===== src/rtl/seq_restoring_divider.sv =====
// Multi-cycle unsigned restoring divider: one quotient bit per clock, MSB first,
// behind a start/busy/done handshake. A zero divisor finishes immediately with div_by_zero set.
module seq_restoring_divider #(
  parameter int unsigned WIDTH = 4
) (
  input  logic             clk,
  input  logic             rst_n,
  input  logic             start,
  input  logic [WIDTH-1:0] dividend,
  input  logic [WIDTH-1:0] divisor,
  output logic             busy,
  output logic             done,
  output logic [WIDTH-1:0] quotient,
  output logic [WIDTH-1:0] remainder,
  output logic             div_by_zero
);

  localparam int unsigned CntW = $clog2(WIDTH);
  localparam logic [CntW-1:0] CntInit = CntW'(WIDTH - 1);

  typedef enum logic [1:0] {StIdle, StRun, StDone} state_e;

  state_e          r_state, w_state_next;
  logic [CntW-1:0] r_cnt;
  logic [WIDTH:0]  r_p;
  logic [WIDTH-1:0] r_dvd, r_dvs, r_quot, r_rem;
  logic            r_dbz;

  logic            w_accept;
  logic            w_qbit;
  logic [WIDTH:0]  w_pp, w_t, w_p_next;

  // Dividend bits leave from the top of r_dvd while quotient bits enter at the bottom.
  assign w_pp     = {r_p[WIDTH-1:0], r_dvd[WIDTH-1]};
  assign w_t      = w_pp - {1'b0, r_dvs};
  assign w_qbit   = ~w_t[WIDTH];
  assign w_p_next = w_qbit ? w_t : w_pp;

  always_ff @(posedge clk or negedge rst_n) begin
    if (!rst_n) begin
      r_state <= StIdle;
    end else begin
      r_state <= w_state_next;
    end
  end

  always_comb begin
    w_state_next = r_state;
    w_accept     = 1'b0;
    busy         = 1'b0;
    done         = 1'b0;
    unique case (r_state)
      StIdle: begin
        if (start) begin
          w_accept     = 1'b1;
          w_state_next = (divisor == '0) ? StDone : StRun;
        end
      end
      StRun: begin
        busy = 1'b1;
        if (r_cnt == '0) w_state_next = StDone;
      end
      StDone: begin
        done         = 1'b1;
        w_state_next = StIdle;
      end
      default: w_state_next = StIdle;
    endcase
  end

  always_ff @(posedge clk or negedge rst_n) begin
    if (!rst_n) begin
      r_cnt  <= '0;
      r_p    <= '0;
      r_dvd  <= '0;
      r_dvs  <= '0;
      r_quot <= '0;
      r_rem  <= '0;
      r_dbz  <= 1'b0;
    end else if (w_accept) begin
      r_cnt <= CntInit;
      r_p   <= '0;
      r_dvd <= dividend;
      r_dvs <= divisor;
      if (divisor == '0) begin
        r_quot <= '1;
        r_rem  <= dividend;
        r_dbz  <= 1'b1;
      end else begin
        r_quot <= '0;
        r_rem  <= '0;
        r_dbz  <= 1'b0;
      end
    end else if (r_state == StRun) begin
      r_cnt <= r_cnt - CntW'(1);
      r_p   <= w_p_next;
      r_dvd <= {r_dvd[WIDTH-2:0], w_qbit};
      if (r_cnt == '0) begin
        r_quot <= {r_dvd[WIDTH-2:0], w_qbit};
        r_rem  <= w_p_next[WIDTH-1:0];
      end
    end
  end

  assign quotient    = r_quot;
  assign remainder   = r_rem;
  assign div_by_zero = r_dbz;

endmodule


===== config.mk =====
export PLATFORM = sky130hd
export DESIGN_NAME = seq_restoring_divider
export DESIGN_NICKNAME = d
export VERILOG_FILES = /design/src/rtl/seq_restoring_divider.sv
export SDC_FILE = /design/constraint.sdc
export NUM_CORES = 1
export LEC_CHECK = 0
export CORE_UTILIZATION = 50
export DETAILED_ROUTE_END_ITERATION = 12
export PLACE_DENSITY = 0.74
export SYNTH_ARGS = -nofsm -noshare
export SYNTH_HDL_FRONTEND = slang
export SYNTH_SLANG_ARGS = --single-unit

===== constraint.sdc =====
create_clock -name clk -period 2.36 [get_ports clk]
set_input_delay 0.59 -clock clk [delete_from_list [all_inputs] [get_ports clk]]
set_output_delay 0.59 -clock clk [all_outputs]
set_load 0.01 [all_outputs]

==> flow_summary.yaml <==
grt:
  grt.overflow.total: 0
  grt_max_degree: 26
  antenna_found_initial: 0
  grt_pass1_vias: 1009
  grt_pass1_wl_mm: 4.60
  grtUsageTotal_pct: 23.2
finish:
  final_area_um2: 1600
  syn_to_final_growth_pct: 21.7
  final_cells: 186
  nNetsFinal: 174
  drive_gt1_share_pct: 12.2
  antenna_cells: 0
  n_fill_cell: 207
placement:
  post-dp-hpwl_mm: 2.22
  placed_area_um2: 1580
  routabilityCongestion: 0.829
  dp_slack_ps: 118
  portBuffers: 21
  dpl.cell_count: 182
sta:
  rsz0062_at_grt: "false"
  worstMarginPinSlew_ps: 485
  final_max_slew_viol_count: 0
  max_slew_margin_pct: 67.4
  period_minus_slack_ps: 2260
  hold_viol_final: 0
  finClkSkew_ps: 13.8
  max_freq_ghz: 0.443
  min_period_over_period_pct: 95.7
  worst_slack_ps: 101
  final.setup.tns_ps: 0
  setup_viol: 0
outcome:
  status: "finished, final reports clean"
route:
  avgViaCountPerCell: 5.63
  drc: 0
  drt-total-wl_mm: 2.94
  vias: 1048
  post_drt_wl_per_cell_um: 15.8
  dr.pass1.iters: 4
  drtIter0Drc: 17
  ant_nets: 0
clocking:
  clk_root_buffer_cell: "clkbuf_4"
  cts_buffers: 3
  clk_pin_slew_ps: 120
  ctsResizeCount: 0
  cts_buffer_depth: 2
  clk_latency_ps: 320
  cts_setup_buffers: 0
  cts-hold-fix-buffers: 0
  cts_tree: "built"
  cts.sinks: 25
  htreeDepth: 1
job:
  drv_cap: 0
synthesis:
  syn-instance-count: 131
  synth_area_um2: 1320
  synthesis.nets: 148
  synth_warnings: 0
  avgSynthCellArea_um2: 10.1
  ys_types: 38
  synth_seq_cells: 25
  ys_seq_area_share_pct: 47.5
pwr:
  power-per-cell-area_nw_per_um2: 1660
  peakVddDrop_uv: 1240
  power.leakage_uw: 0.000739
critical_path:
  cp.required_ps: 2610
  path_max_fanout: 6
  r2r_slack_ps: 100
  r2r_start: "r_dvd[3]$_DFFE_PN0P_"
  timing.rr.end: "remainder[0]$_DFFE_PN0P_"
  ff2ff_path_depth: 8
  end_kind: "flip-flop"
  critPathArrivalTime_ps: 2510
  cp-startpoint: "r_dvd[3]$_DFFE_PN0P_"
  start_kind: "flip-flop"
  cp-endpoint: "remainder[0]$_DFFE_PN0P_"
  path_class: "flip-flop to flip-flop"
floorplanning:
  ios: 22
  die_h_um: 53.3
  initial_utilization_pct: 53.2
  die_x_um: 53.3
  dieArea_um2: 2840
  fp-row-count: 18
  core-area_um2: 2480
worst_hold_path:
  worstHoldPathType: "flip-flop to flip-flop"
-- through the flow --
step	total power (uW)	hold slack (ps)	util (%)
2_1_floorplan	2010	294	-
3_3_place_gp	2400	440	63.7
3_5_place_dp	2480	442	63.7
4_1_cts	2680	460	64.7
5_1_grt	2880	495	64.7
6_report	2670	459	64.7
-- cells in the final DEF (no fill, tap or decap), types with 2 or more instances in the layout --
| master | instances |
|---|---|
| a21oi_1 | 5 |
| and2_1 | 2 |
| a221o_1 | 2 |
| inv_1 | 8 |
| buf_4 | 4 |
| dfrtp_1 | 25 |
| nor2_2 | 2 |
| a22oi_1 | 4 |
| o211ai_1 | 2 |
| mux2_4 | 2 |
| xnor2_1 | 2 |
| o21ai_2 | 2 |
| nor2b_1 | 2 |
| ha_1 | 5 |
| a31oi_1 | 3 |
| a21oi_2 | 2 |
| nand2_1 | 17 |
| clkdlybuf4s50_1 | 21 |
| nand3_1 | 2 |
| nor2_1 | 9 |
| clkbuf_4 | 3 |
| mux2i_1 | 4 |
| o21ai_0 | 9 |
| nand2b_1 | 3 |
-- worst max-delay path, cell delays in order, from the launching register on --
cell	delay, ps
dfrtp_1	350
inv_1	70
ha_1	230
fa_1	420
nand2b_1	200
a21oi_4	190
xnor2_2	230
mux2_4	360
o21ai_2	130
-- logic make-up (layout without fill, tap and decap cells) --
kind of cell / Yosys count / after routing / synth area share (%)
mux: 7 / 7 / 6.17
simple gates: 41 / 41 / 14.3
xor+xnor: 4 / 4 / 3.23
flops: 25 / 25 / 47.5
fa+ha+maj: 6 / 6 / 6.27
compound gates: 35 / 35 / 18.6
buf+inv: 13 / 38 / 3.89
-- how the worst min path moves through the flow --
stage | start | end | slack (ps) | depth (start not counted)
after floorplan | rst_n | div_by_zero$_DFFE_PN0N_ | 290 | 0
after global placement | r_state[1]$_DFFE_PN0P_ | r_state[0]$_DFFE_PN0P_ | 440 | 1
after detailed placement | r_state[1]$_DFFE_PN0P_ | r_state[0]$_DFFE_PN0P_ | 440 | 1
after CTS | r_state[1]$_DFFE_PN0P_ | r_state[0]$_DFFE_PN0P_ | 460 | 1
after global routing | r_state[1]$_DFFE_PN0P_ | r_state[0]$_DFFE_PN0P_ | 490 | 1
final | r_state[1]$_DFFE_PN0P_ | r_state[0]$_DFFE_PN0P_ | 460 | 1
-- Yosys cell counts (all sizes together) --
cell type   n  area share, %
a221o       2            1.5
o22a        1           0.66
dfrtp      25             47
a41o        1           0.76
inv         9            2.6
buf         2           0.76
a31oi       3            1.4
or2         1           0.48
nor3        1           0.38
clkbuf      2           0.57
fa          1            1.5
xnor2       3            2.6
nand2      17            4.8
xor2        1           0.66
nand3       2           0.76
and2        2           0.95
nor2       11            3.5
or4         1           0.57
a22oi       4            2.3
o211ai      2            1.1
a21o        1           0.57
ha          5            4.7
nor2b       2           0.95
o21ai      12            5.1
nor4        1           0.48
mux2i       4            3.0
nand2b      3            1.4
a21oi       8            4.5
mux2        3            3.1
a32oi       1           0.66
-- metal layers --
layer / track usage, % / up-vias / wire [um]
li1: - / 507 / -
met5: 0 / - / 0
met4: 12.7 / 0 / 72
met1: 29.4 / 519 / 1360
met3: 3.45 / 8 / 55
met2: 37.5 / 14 / 1450
-- state kept, by name, indices dropped and copies added, names as in the netlist --
register     cells
quotient         4
r_dvs            4
r_p              4
r_cnt            2
r_state          2
r_dvd            4
remainder        4
div_by_zero      1
-- cell type report --
cell class	count	area, um2	share of cell area, %
Timing Repair Buffer	25	240	15.0
Clock buffer	4	26.3	1.64
Tap cell	30	37.5	2.34
Sequential cell	25	626	39.0
Multi-Input combinational cell	93	641	39.9
Inverter	9	33.8	2.11
-- report_power, final --
| part | switching, uW | internal, uW |
|---|---|---|
| Combinational | 896 | 802 |
| Clock | 128 | 66.2 |
| Sequential | 145 | 632 |
| Total | 1170 | 1500 |
Power figures use the tool's default switching activity.
